[src/rtl/spram_burst_ctrl_if.sv]
// rtl/spram_burst_ctrl_if.sv - host command, write-beat and read-beat bundle for spram_burst_ctrl
interface spram_burst_ctrl_if #(
    parameter int DATA_W = 16,
    parameter int ADDR_W = 14,
    parameter int LANES  = 4
);
    logic              cmd_valid;
    logic              cmd_ready;
    logic [1:0]        cmd_op;
    logic [ADDR_W-1:0] cmd_addr;
    logic [ADDR_W-1:0] cmd_len;
    logic [LANES-1:0]  cmd_mask;
    logic [DATA_W-1:0] cmd_seed;
    logic [DATA_W-1:0] wr_data;
    logic              wr_valid;
    logic              wr_ready;
    logic [DATA_W-1:0] rd_data;
    logic              rd_valid;
    logic              done;
    logic              err;
    logic [ADDR_W-1:0] err_addr;

    modport master (
        output cmd_valid, cmd_op, cmd_addr, cmd_len, cmd_mask, cmd_seed, wr_data, wr_valid,
        input  cmd_ready, wr_ready, rd_data, rd_valid, done, err, err_addr
    );

    modport slave (
        input  cmd_valid, cmd_op, cmd_addr, cmd_len, cmd_mask, cmd_seed, wr_data, wr_valid,
        output cmd_ready, wr_ready, rd_data, rd_valid, done, err, err_addr
    );
endinterface

[src/rtl/spram_burst_ctrl.sv]
// rtl/spram_burst_ctrl.sv - burst WRITE/READ/FILL/VERIFY sequencer driving one single-port RAM
module spram_burst_ctrl #(
    parameter int DATA_W = 16,
    parameter int ADDR_W = 14,
    parameter int LANES  = 4
) (
    input  logic              clk,
    input  logic              reset,
    spram_burst_ctrl_if.slave bus,
    output logic [ADDR_W-1:0] mem_addr,
    output logic [LANES-1:0]  mem_we,
    output logic [DATA_W-1:0] mem_wdata,
    input  logic [DATA_W-1:0] mem_rdata
);
    typedef enum logic [2:0] {S_IDLE, S_WRITE, S_FILL, S_READ, S_DRAIN, S_DONE} state_t;

    localparam logic [1:0] OP_WRITE  = 2'b00;
    localparam logic [1:0] OP_FILL   = 2'b10;
    localparam logic [1:0] OP_VERIFY = 2'b11;

    state_t            state, state_n;
    logic [ADDR_W-1:0] cur, len, beat;
    logic [LANES-1:0]  mask;
    logic [DATA_W-1:0] seed;
    logic              verify;
    logic              rd_pend;
    logic [ADDR_W-1:0] rd_beat, rd_addr;
    logic              err_q;
    logic [ADDR_W-1:0] err_addr_q;

    logic              cmd_ready, wr_ready, adv, issue, last, accept, mismatch;
    logic [LANES-1:0]  we_raw;
    logic [DATA_W-1:0] expect_word;

    assign last        = (beat == len);
    assign accept      = (state == S_IDLE) && bus.cmd_valid;
    assign expect_word = seed + DATA_W'(rd_beat);
    assign mismatch    = rd_pend && verify && (mem_rdata != expect_word);

    always_comb begin
        state_n   = state;
        cmd_ready = 1'b0;
        wr_ready  = 1'b0;
        adv       = 1'b0;
        issue     = 1'b0;
        we_raw    = '0;
        mem_addr  = cur;
        mem_wdata = bus.wr_data;
        case (state)
            S_IDLE: begin
                cmd_ready = 1'b1;
                if (bus.cmd_valid) begin
                    case (bus.cmd_op)
                        OP_WRITE: state_n = S_WRITE;
                        OP_FILL:  state_n = S_FILL;
                        default:  state_n = S_READ;
                    endcase
                end
            end
            S_WRITE: begin
                wr_ready = 1'b1;
                if (bus.wr_valid) begin
                    we_raw = mask;
                    adv    = 1'b1;
                    if (last) state_n = S_DONE;
                end
            end
            S_FILL: begin
                we_raw    = '1;
                mem_wdata = seed + DATA_W'(beat);
                adv       = 1'b1;
                if (last) state_n = S_DONE;
            end
            S_READ: begin
                issue = 1'b1;
                adv   = 1'b1;
                if (last) state_n = S_DRAIN;
            end
            S_DRAIN: state_n = S_DONE;
            S_DONE:  state_n = S_IDLE;
            default: state_n = S_IDLE;
        endcase
    end

    // Write strobes are cut combinationally so a reset mid-burst never lands one more beat.
    assign mem_we = reset ? we_raw : '0;

    always_ff @(posedge clk) begin
        if (!reset) begin
            state      <= S_IDLE;
            cur        <= '0;
            len        <= '0;
            beat       <= '0;
            mask       <= '0;
            seed       <= '0;
            verify     <= 1'b0;
            rd_pend    <= 1'b0;
            rd_beat    <= '0;
            rd_addr    <= '0;
            err_q      <= 1'b0;
            err_addr_q <= '0;
        end else begin
            state   <= state_n;
            rd_pend <= issue;
            rd_beat <= beat;
            rd_addr <= cur;
            if (mismatch && !err_q) begin
                err_q      <= 1'b1;
                err_addr_q <= rd_addr;
            end
            if (accept) begin
                cur    <= bus.cmd_addr;
                len    <= bus.cmd_len;
                mask   <= bus.cmd_mask;
                seed   <= bus.cmd_seed;
                beat   <= '0;
                verify <= (bus.cmd_op == OP_VERIFY);
                if (bus.cmd_op == OP_VERIFY) begin
                    err_q      <= 1'b0;
                    err_addr_q <= '0;
                end
            end else if (adv) begin
                cur  <= cur + 1'b1;
                beat <= beat + 1'b1;
            end
        end
    end

    assign bus.cmd_ready = cmd_ready;
    assign bus.wr_ready  = wr_ready;
    assign bus.rd_data   = mem_rdata;
    assign bus.rd_valid  = rd_pend;
    assign bus.done      = (state == S_DONE);
    assign bus.err       = err_q;
    assign bus.err_addr  = err_addr_q;
endmodule

[src/flat_wrapper.sv]
// flat-port wrapper written by rule: the top's interface ports become plain ports
module spram_burst_ctrl_flat 
#(
    parameter int DATA_W = 16,
    parameter int ADDR_W = 14,
    parameter int LANES  = 4
)
  (clk, reset, mem_addr, mem_we, mem_wdata, mem_rdata, bus_cmd_valid, bus_cmd_op, bus_cmd_addr, bus_cmd_len, bus_cmd_mask, bus_cmd_seed, bus_wr_data, bus_wr_valid, bus_cmd_ready, bus_wr_ready, bus_rd_data, bus_rd_valid, bus_done, bus_err, bus_err_addr);
  spram_burst_ctrl_if #(.DATA_W(DATA_W), .ADDR_W(ADDR_W), .LANES(LANES)) bus_i ();
  input  logic clk;
  input  logic reset;
  output logic [ADDR_W-1:0] mem_addr;
  output logic [LANES-1:0] mem_we;
  output logic [DATA_W-1:0] mem_wdata;
  input  logic [DATA_W-1:0] mem_rdata;
  input wire logic [$bits(bus_i.cmd_valid)-1:0] bus_cmd_valid;
  input wire logic [$bits(bus_i.cmd_op)-1:0] bus_cmd_op;
  input wire logic [$bits(bus_i.cmd_addr)-1:0] bus_cmd_addr;
  input wire logic [$bits(bus_i.cmd_len)-1:0] bus_cmd_len;
  input wire logic [$bits(bus_i.cmd_mask)-1:0] bus_cmd_mask;
  input wire logic [$bits(bus_i.cmd_seed)-1:0] bus_cmd_seed;
  input wire logic [$bits(bus_i.wr_data)-1:0] bus_wr_data;
  input wire logic [$bits(bus_i.wr_valid)-1:0] bus_wr_valid;
  output wire logic [$bits(bus_i.cmd_ready)-1:0] bus_cmd_ready;
  output wire logic [$bits(bus_i.wr_ready)-1:0] bus_wr_ready;
  output wire logic [$bits(bus_i.rd_data)-1:0] bus_rd_data;
  output wire logic [$bits(bus_i.rd_valid)-1:0] bus_rd_valid;
  output wire logic [$bits(bus_i.done)-1:0] bus_done;
  output wire logic [$bits(bus_i.err)-1:0] bus_err;
  output wire logic [$bits(bus_i.err_addr)-1:0] bus_err_addr;
  assign bus_i.cmd_valid = bus_cmd_valid;
  assign bus_i.cmd_op = bus_cmd_op;
  assign bus_i.cmd_addr = bus_cmd_addr;
  assign bus_i.cmd_len = bus_cmd_len;
  assign bus_i.cmd_mask = bus_cmd_mask;
  assign bus_i.cmd_seed = bus_cmd_seed;
  assign bus_i.wr_data = bus_wr_data;
  assign bus_i.wr_valid = bus_wr_valid;
  assign bus_cmd_ready = bus_i.cmd_ready;
  assign bus_wr_ready = bus_i.wr_ready;
  assign bus_rd_data = bus_i.rd_data;
  assign bus_rd_valid = bus_i.rd_valid;
  assign bus_done = bus_i.done;
  assign bus_err = bus_i.err;
  assign bus_err_addr = bus_i.err_addr;
  spram_burst_ctrl #(.DATA_W(DATA_W), .ADDR_W(ADDR_W), .LANES(LANES)) u_core (.clk(clk), .reset(reset), .bus(bus_i), .mem_addr(mem_addr), .mem_we(mem_we), .mem_wdata(mem_wdata), .mem_rdata(mem_rdata));
endmodule
[config.mk]
export PLATFORM = sky130hd
export DESIGN_NAME = spram_burst_ctrl_flat
export DESIGN_NICKNAME = d
export VERILOG_FILES = /design/src/rtl/spram_burst_ctrl_if.sv /design/src/rtl/spram_burst_ctrl.sv /design/src/flat_wrapper.sv
export SDC_FILE = /design/constraint.sdc
export NUM_CORES = 1
export LEC_CHECK = 0
export BUFFER_PORTS_ARGS = -buffer_cell sky130_fd_sc_hd__buf_4
export CAP_MARGIN = 20
export CORE_ASPECT_RATIO = 0.75
export CORE_UTILIZATION = 54
export DETAILED_ROUTE_END_ITERATION = 6
export GPL_TIMING_DRIVEN = 0
export PLACE_DENSITY = 0.87
export SYNTH_ARGS = -nofsm -noshare
export SYNTH_HDL_FRONTEND = slang
export SYNTH_SLANG_ARGS = --single-unit
[constraint.sdc]
create_clock -name clk -period 4.05 [get_ports clk]
set_input_delay 0.6075 -clock clk [delete_from_list [all_inputs] [get_ports clk]]
set_output_delay 0.6075 -clock clk [all_outputs]
set_load 0.01 [all_outputs]
### Word level (Yosys, flattened, before mapping)

Index checks and enable logic that the tools add are counted.
W data, S select, Z words.

| operators by class | value |
|---|---|
| add/sub/neg operators | 4 |
| eq/ne operators | 12 |
| muxes and demuxes | 23 |
| bitwise logic cells | 1 |
| reduce and logical (&&, ||, !) cells | 11 |

Operators with widths:

| operator | number |
|---|---|
| $mux W14 | 5 |
| $add A16 B14 Y16 | 2 |
| $add A14 B1 Y14 const B | 2 |
| $mux W16 | 1 |
| $ne A16 B16 Y1 | 1 |
| $pmux W3 S5 | 1 |
| $eq A14 B14 Y1 | 1 |
| $mux W3 | 4 |
| $mux W4 | 2 |
| $pmux W4 S2 | 1 |
| $mux W1 | 7 |
| $eq A3 B2 Y1 const B | 2 |
| $eq A3 B3 Y1 const B | 2 |
| $eq A2 B2 Y1 const B | 2 |
| $logic_and A1 B1 Y1 | 4 |
| $ne A2 B2 Y1 const B | 2 |
| $pmux W2 S2 | 1 |
| $reduce_or A2 Y1 | 2 |
| $eq A3 B1 Y1 const B | 1 |
| $logic_not A3 Y1 | 1 |
| $reduce_and A3 Y1 | 1 |
| $logic_not A2 Y1 | 1 |
| $ne A2 B1 Y1 const B | 1 |
| $pmux W1 S2 | 1 |
| other kinds (3) | 3 |

| word-level totals | value |
|---|---|
| register bits | 110 |
| input bits | 86 |
| output and inout port bits | 69 |
| word-level logic and storage cells | 63 |

### Longest topological paths before layout

Gate-level depths: netlist of the first run.

| logic depth | value |
|---|---|
| depth after elaboration | 7 |
| depth in mapped cells | 11 |
| gate-level depth less buffers | 11 |

### Least setup slack after synthesis of the first run

Ideal clock, no wire load.

| timing | value |
|---|---|
| kind | flip-flop to flip-flop |
| start | register u_core.seed[0] |
| end | register u_core.err_addr_q[10], in the netlist u_core.bus.err_addr[10] |
| library setup time | 0.072 ns |
| arrival | 2.820 ns |
| data required time | 3.978 ns |
| path slack | 1.159 ns |
| stages on the path, launching flop included | 12 |
| buffers on the path | 1 |
| clock period less this slack | 2.891 ns |
| cell sequence | dfxtp_1 > ha_1 > fa_1 > a21o_1 > a221oi_2 > nand2b_2 > a31oi_4 > o41ai_4 > xnor2_1 > a311oi_4 > buf_8 > mux2i_1 |

| on the way | value |
|---|---|
| longest elaborated chain between the ends | 7 |

RTL lines:

| what | RTL line | RTL |
|---|---|---|
| start: declaration | spram_burst_ctrl.sv:24 | `logic [DATA_W-1:0] seed;` |
| start signal: assignment | spram_burst_ctrl.sv:115 | `seed <= bus.cmd_seed;` |
| $add A16 B14 Y16 * | spram_burst_ctrl.sv:37 | `assign expect_word = seed + DATA_W'(rd_beat);` |
| $ne A16 B16 Y1 * | spram_burst_ctrl.sv:38 | `assign mismatch = rd_pend && verify && (mem_rdata != expect_word);` |
| $logic_and A1 B1 Y1 * | spram_burst_ctrl.sv:38 |  |
| $logic_and A1 B1 Y1 * | spram_burst_ctrl.sv:107 | `if (mismatch && !err_q) begin` |
| $mux W14 * | spram_burst_ctrl.sv:107 |  |
| $mux W14 | spram_burst_ctrl.sv:118 | `if (bus.cmd_op == OP_VERIFY) begin` |
| $mux W14 * | spram_burst_ctrl.sv:111 | `if (accept) begin` |
| end signal: assignment | spram_burst_ctrl.sv:109 | `err_addr_q <= rd_addr;` |
| end: declaration | spram_burst_ctrl.sv:29 | `logic [ADDR_W-1:0] err_addr_q;` |

Every way passes the cells marked *; elsewhere a longest branch is shown, timed or not.
A chain may end at the register's enable or synchronous reset.

### Worst setup path after layout of the first run

| timing | value |
|---|---|
| start | register u_core.beat[1] |
| end | output port mem_wdata[13] |

| on the way | value |
|---|---|
| longest elaborated chain between the ends | 2 |

RTL lines:

| what | RTL line | RTL |
|---|---|---|
| start: declaration | spram_burst_ctrl.sv:22 | `logic [ADDR_W-1:0] cur, len, beat;` |
| start signal: assignment | spram_burst_ctrl.sv:124 | `beat <= beat + 1'b1;` |
| $add A16 B14 Y16 | spram_burst_ctrl.sv:70 | `mem_wdata = seed + DATA_W'(beat);` |
| $mux W16 | spram_burst_ctrl.sv:49 | `case (state)` |
| end: declaration | flat_wrapper.sv:14 | `output logic [DATA_W-1:0] mem_wdata;` |

No other way between the ends.

==> results of run 1 <==
cell usage after synthesis (2+ instances only):
library cell,count
nand2_1,156
dfxtp_1,110
xor2_1,45
a21boi_0,36
and2_1,32
clkbuf_1,32
ha_1,30
nor2_1,29
o21ai_0,28
a21oi_1,26
xnor2_1,21
nand3_1,19
mux2i_1,17
buf_4,16
o211a_1,14
and3_1,13
inv_1,13
nand4_1,12
a21o_1,11
nor3_1,10
or3_1,6
a31oi_1,5
nor2b_1,5
nor4_1,5
o21a_1,5
a211o_1,4
a211oi_1,4
a22oi_1,3
buf_2,3
nand2b_1,3
nor3b_1,3
o31ai_1,3
and3b_1,2
buf_1,2
fa_1,2
nand4b_1,2
o211ai_1,2
o21ai_1,2
or2_2,2
critical path: cells and delay by family, from the launching register on:
kind / cells / cell delay, ns
compound gates: 7 / 1.59
buf+inv: 1 / 0.19
flops: 1 / 0.48
fa+ha+maj: 1 / 0.29
simple gates: 1 / 0.13
worst min path at each step:
stage / start / to / slack [ns] / cells after the start
floorplan: u_core.rd_addr[0]$_SDFF_PN0_ / u_core.bus.err_addr[0]$_SDFF_PN0_ / 0.42 / 2
CTS: u_core.rd_addr[10]$_SDFF_PN0_ / u_core.bus.err_addr[10]$_SDFF_PN0_ / 0.45 / 2
detailed placement: u_core.rd_addr[5]$_SDFF_PN0_ / u_core.bus.err_addr[5]$_SDFF_PN0_ / 0.44 / 2
global placement: u_core.rd_addr[5]$_SDFF_PN0_ / u_core.bus.err_addr[5]$_SDFF_PN0_ / 0.43 / 2
global route: u_core.rd_addr[9]$_SDFF_PN0_ / u_core.bus.err_addr[9]$_SDFF_PN0_ / 0.47 / 2
finish: u_core.rd_addr[10]$_SDFF_PN0_ / u_core.bus.err_addr[10]$_SDFF_PN0_ / 0.45 / 2
metrics by stage:
step           utilization [%]  cells
2_1_floorplan                -    761
3_3_place_gp              69.0   1072
3_5_place_dp              69.0   1072
4_1_cts                   71.6   1087
5_1_grt                   71.6   1087
6_report                  71.6   1087
flip-flops by register name, indices dropped and copies added (netlist names):
register             count
u_core.verify            1
u_core.mask              4
u_core.bus.err           1
u_core.state             3
u_core.rd_addr          14
u_core.rd_beat          14
u_core.seed             16
u_core.bus.err_addr     14
u_core.beat             14
u_core.bus.rd_valid      1
u_core.mem_addr         14
u_core.len              14
per-layer routing:
layer  vias to the layer above  track usage [%]  share of wire (%)
li1                       2957                -                  -
met1                      2748             38.5                 47
met2                       230             42.8                 43
met3                        24             5.23                7.7
met4                         0             7.84                1.7
met5                         -                0                  0
report_power, final:
group / switching (mW) / internal (mW) / leakage [nW]
registers: 0.188 / 1.27 / 0.896
clock network: 0.384 / 0.478 / 0.139
logic: 0.925 / 0.680 / 2.68
total: 1.50 / 2.43 / 3.72
kinds of logic after synthesis:
| group | Yosys count |
|---|---|
| flops | 110 |
| fa+ha+maj | 32 |
| mux | 18 |
| buf+inv | 68 |
| simple gates | 308 |
| compound gates | 159 |
| xor+xnor | 66 |
placed cells by master, fill, tap and decap left out, types with 6 or more instances in the layout:
cell,count
a21boi_0,36
a21o_1,11
a21oi_1,26
and2_1,32
and3_1,13
buf_4,170
clkbuf_1,33
clkbuf_16,9
dfxtp_1,110
ha_1,30
inv_1,13
mux2i_1,17
nand2_1,156
nand3_1,19
nand4_1,12
nor2_1,29
nor3_1,10
o211a_1,14
o21ai_0,28
or3_1,6
xnor2_1,21
xor2_1,45
cell type report:
type                       count  area share (%)
buffer                        55            3.61
tap                          157            2.45
inverter                      13           0.609
timing repair buffer         154            14.4
sequential                   110            27.5
clock buffer                  10            2.86
clock inverter                 5           0.750
multi-input combinational    583            47.8
==> run summary, run 1 <==
The count of yosys warnings during synthesis came out at 0. The later-pin clock latency in the skew report came out at 0.35 ns. The vias per cell is 5.48. The number of inserted diodes is 0. The share of final-layout standard cells stronger than drive strength 1 came out at 21.7%.

The number of nets in the layout came out at 1044. The count of antenna-violating nets left after detailed routing came out at 0. The total placed instance area came out at 7720 µm². TritonCTS built the clock tree.

The number of buffers inserted during clock tree synthesis came out at 9. The total of endpoints with negative setup slack in the final report is 0. The number of synthesized flops with an enable pin is 0. The sequential cell area came out at 2200 µm². The total vias in the final route is 5959. The critical path is of the reg2out type. Static timing analysis puts the maximum clock frequency at 0.274 GHz.

The pre-CTS worst setup slack is 0.782 ns. The tightest min-delay check is of the reg2reg type. The gate count of the mapped netlist came out at 761. After routing, the total negative slack on setup checks comes to 0 ns.

The register bit count reported by yosys came out at 110. The reported leakage power came out at 3.72 nW. The cell area after layout came out at 8010 µm². The total power divided by cell area came out at 491 nW/µm². The worst hold margin came out at 0.446 ns. After Yosys synthesis, and, or, nand and nor cells account for 23.0% of the synthesized area. The number of setup buffers added after CTS is 0. The worst setup path is captured at an output port. The cell sitting at the root of the clock tree is a clkbuf_16.

Of all nets on the critical path, the largest fanout is 7. The die is 96.0 µm tall. The worst-case clock skew came out at 0.00745 ns.

The clock-pin slew on the worst setup and hold paths came out at 0.07 ns. The worst stage delay on the critical path came out at 0.48 ns. The number of max-cap violations came out at 0.

The fraction of synthesized cell area taken by the top area cell type came out at 34.6%. The minimum clock period came out at 3.65 ns. The final worst slack came out at 0.404 ns. The via count of the first global-routing pass is 5284. The worst slew slack as a fraction of its limit came out at 61.9%. No sink is reached through more buffers than the 2 on the longest clock path. In the synthesized netlist the dominant register cell turns out to be dfxtp_1. The post-synth net total is 879. The largest total area in the synthesized netlist belongs to dfxtp_1. The pin count of the biggest net entering global routing came out at 18.

The weighted congestion at the end of routability-driven global placement came out at 0.928. STA puts the critical path data arrival time at 3.04 ns. The required time of the worst setup path came out at 3.44 ns. The maximum VDD drop came out at 0.309 mV. At the pin with the least slew margin, the transition time is 0.568 ns.

The level count of the clock H-tree is 3. The startpoint identified for the worst register-to-register timing path is u_core.seed[0]$_SDFFE_PN0P_. The area of combinational cells with multiple inputs is 3820 µm². The design draws 3.93 mW. Pin placement for this block handled 155 I/O pins. The worst register-to-register path ends at u_core.bus.err_addr[11]$_SDFF_PN0_. The portion of netlist area occupied by mux cells is 2.85%. The post-CTS resize count is 0. The count of hold buffers inserted by post-cts repair came out at 0.

In the synthesized netlist the async set-or-reset flop fraction comes to 0%. For this run, the register share of the synthesized area comes to 34.6%. The die width is 127 µm. Of the total synthesized cell area, the portion taken by XOR and XNOR cells is 9.08%. The detailed placer's ending HPWL is 13.1 mm. The flow ran to the end, and the final reports show no timing, DRC or antenna violations. After synthesis, the cell types taking the most area are dfxtp_1 (35%), nand2_1 (9.2%), xor2_1 (6.2%). The total of fill cells in the finished design is 860. The starting density of the core came out at 56.9%. Setup repair after global routing left no endpoint under its margin. The number of hold violations in the final report is 0. The count of unresolved DRC violations after routing is 0. The average instance area after synthesis came out at 8.36 µm². The post-route fraction of the period consumed by the critical path came out at 90.0%. The max-slew violation total from the final report came out at 0.

The die footprint came out at 12200 µm². After detailed routing, the average wire length per cell comes to 15.4 µm. The post-synthesis instance area is 6360 µm². The clock sink total came out at 110.

The number of cells on the worst reg-to-reg path is 11. The initial antenna violation count came to 0. The number of iterations in the first detailed-routing pass came out at 5.

The critical path launch point type is a flop. The setup check on the worst reg-to-reg path leaves a slack of 0.71 ns. After the first detailed-routing iteration, the DRC count stood at 503. Following the worst setup path forward leads to its endpoint at mem_wdata[13]. The area of the placeable core is 11200 µm². The total number of placement rows is 33. The wire length after detailed routing is 16.8 mm. The area growth from synthesis to final layout is 25.8%. The complex-gate fraction of the synthesized area is 18.7%.

Of the total synthesized cell area, the portion taken by full adders, half adders and majority gates is 6.53%. The number of buffers added on ports is 154. The number of unique standard cell types used by synthesis is 67. After synthesis, the largest family of logic cells by area is simple AND/OR/NAND/NOR gates. The total overflow left after global routing is 0.

The overall fraction of global-route tracks in use came out at 27.4%. The highest-delay cell along the critical path is dfxtp_1. The wire length of the first global-routing pass is 26.1 mm. Traced cell by cell, the critical path runs through ha_1 -> a21o_1 -> a21oi_1 -> o21ai_0 -> a211oi_1 -> nor2_1 -> a21o_1 -> a211oi_1 -> o31ai_1 -> buf_4.

In this run the worst setup path begins at u_core.beat[1]$_SDFFE_PP0P_.
(Power assumes the default switching activity.)
==> inputs of run 2 (changes only) <==
- CELL_PAD_IN_SITES_DETAIL_PLACEMENT: not set -> 0
- CELL_PAD_IN_SITES_GLOBAL_PLACEMENT: not set -> 1
- CORE_UTILIZATION: 54 -> 40
==> run summary, run 2 (synthesis results as in run 1) <==
The die is 148 µm wide. The post-CTS resize count is 0. The clock tree root driver cell is clkbuf_16.

The flow ran to the end, and the final reports show no timing, DRC or antenna violations. The number of cell instances on the worst register-to-register path came out at 11. The vias per cell is 4.99. Among all stages on the critical path, the largest delay is contributed by dfxtp_1. Relative to the synthesized area, the layout overhead comes to 26.8%. Setup repair after global routing left no endpoint under its margin. The setup TNS is 0 ns. The max-slew violation total from the final report came out at 0. The worst-case clock buffer depth came out at 2.

The via count of the first global-routing pass came out at 5180. The weighted congestion at the end of routability-driven global placement is 0.897. The critical path is of the reg2out type. The post-route fraction of the period consumed by the critical path came out at 91.5%.

In the final routed layout, each cell accounts on average for 15.1 µm. The residual overflow from global routing came out at 0. Summing all non-filler instances in the final layout gives an area of 8070 µm².

The required time of the worst setup path came out at 3.44 ns. The total number of placement rows came out at 39. For this run, the detailed router's first-pass iteration total came to 5.

Counting every sink on the clock net gives 110. The slack of the worst reg-to-reg path came out at 0.81 ns. The number of buffers inserted during clock tree synthesis is 9. The total placed instance area came out at 7780 µm². The detailed router placed 5665 vias in this run. The pin count of the biggest net entering global routing is 19.

The tool flagged a number of max-cap violations equal to 0. The number of hold violations in the final report is 0. Measured along the y axis, the die boundary spans 111 µm. The top cell types in the final layout, fill and taps aside, are buf_4 (170), nand2_1 (156), dfxtp_1 (110). The boundary pin count is 155. The initial antenna violation count is 0. Wires add up to 17.1 mm. The overall fraction of global-route tracks in use came out at 21.0%. In this run the critical register-to-register path is captured at u_core.bus.err_addr[11]$_SDFF_PN0_. TritonCTS built the clock tree.

The number of DRC markers in iteration 0 is 408. The wire length of the first global-routing pass came out at 27.0 mm. The total power divided by cell area came out at 490 nW/µm². Buffers inserted to repair hold after CTS numbered 0.

The number of inserted diodes is 0. The hold-critical path depth is 2. The die footprint came out at 16400 µm². The count of antenna-violating nets left after detailed routing is 0. The startpoint of the tightest hold check path is u_core.rd_addr[5]$_SDFF_PN0_. The number of buffers added on ports came out at 154. In this design, the stage delay of the slowest critical-path cell is 0.49 ns. The transition time of the tightest slew-check pin is 0.602 ns. The worst setup path is captured at an output port. The critical path starts at u_core.beat[1]$_SDFFE_PP0P_. The worst register-to-register path begins at u_core.seed[0]$_SDFFE_PN0P_. The maximum VDD drop came out at 0.289 mV. Traced cell by cell, the critical path runs through ha_1 -> a21o_1 -> a21oi_1 -> o21ai_0 -> a211oi_1 -> o31ai_1 -> o21ai_0 -> xor2_1 -> o21ai_0 -> buf_4. The number of flip-flops in the largest register came out at 16. The area of the placeable core is 15400 µm². The end point of the worst hold path is u_core.bus.err_addr[5]$_SDFF_PN0_.

The worst hold margin is 0.437 ns. The number of cells in the design after placement is 1120. The share of final-layout standard cells stronger than drive strength 1 came out at 21.8%. The count of unresolved DRC violations after routing is 0. The level count of the clock H-tree is 3. Ranked by flip-flop count, first place goes to u_core.seed.

The total of endpoints with negative setup slack in the final report came out at 0. The worst min-delay path category is reg2reg. By instance count, the cell type seen most on the critical path is o21ai_0. The worst setup path is launched from a flop. Measured against its own limit, the worst slew margin works out to 59.8%. The later-pin clock latency in the skew report is 0.35 ns. The most common cell after layout, fill and taps aside is buf_4.

The initial utilization of the core area, before any placement, comes to 41.4%. The detailed placer's ending HPWL came out at 13.7 mm. After clock tree synthesis, the clock-pin slew on the worst setup and hold paths is 0.08 ns. Timing would allow up to 0.270 GHz. The number of buffers inserted to repair setup after CTS came out at 0. The reported leakage power is 3.72 nW. The worst-path maximum fanout came out at 7. The filler-free cell count of the finished design is 1135. For this run, the post-layout net count is 1044. The minimum clock period is 3.71 ns. The worst-case clock skew came out at 0.0113 ns. The arrival time at the worst endpoint is 3.10 ns.
## run 2: cell count changes in the layout (fill, tap and decap cells not counted)
cell	delta
clkbuf_1	-1
inv_6	+1
## run 2: how the worst max path moves through the flow
stage / endpoint / slack [ns] / cells after the start
after floorplan: u_core.bus.err_addr[10]$_SDFF_PN0_ / 1.16 / 11
after global placement: mem_wdata[15] / 0.79 / 10
after detailed placement: mem_wdata[15] / 0.76 / 10
after CTS: mem_wdata[15] / 0.38 / 10
after global routing: mem_wdata[15] / 0.14 / 10
final: mem_wdata[15] / 0.34 / 10
## run 2: layout make-up
cell class / count / area, µm²
Buffer: 55 / 289
Clock buffer: 9 / 225
Clock inverter: 6 / 68.8
Fill cell: 1469 / 7300
Inverter: 13 / 48.8
Multi-Input combinational cell: 583 / 3820
Sequential cell: 110 / 2200
Tap cell: 205 / 256
Timing Repair Buffer: 154 / 1160
## run 2: per-stage QoR
stage	setup slack (ns)	utilization [%]	power, mW
global placement	0.786	50.6	3.07
detailed placement	0.761	50.6	3.09
floorplan	1.16	-	2.44
CTS	0.377	52.5	3.98
finish	0.343	52.5	3.95
global route	0.139	52.5	4.22
## run 2: metal layers
layer  GRT usage (%)  share of wire, %  vias to the layer above
met5               0                 0                        -
met4            4.67              0.91                        0
met3            3.50               6.0                       15
met2            31.3                41                      168
met1            31.3                52                     2535
li1                -                 -                     2947
## run 2: report_power, final
part	internal, mW	switching (mW)	total (mW)
logic	0.681	0.933	1.61
registers	1.27	0.184	1.46
clock network	0.481	0.404	0.885
total	2.43	1.52	3.95
## run 2: critical path: cells and delay by family, from the launching register on
family	cells	cell delay (ns)
AOI/OAI and AO/OA	7	1.61
DFF	1	0.49
adders and majority gates	1	0.29
xor gates and xnor gates	1	0.18
buffers and inverters	1	0.18
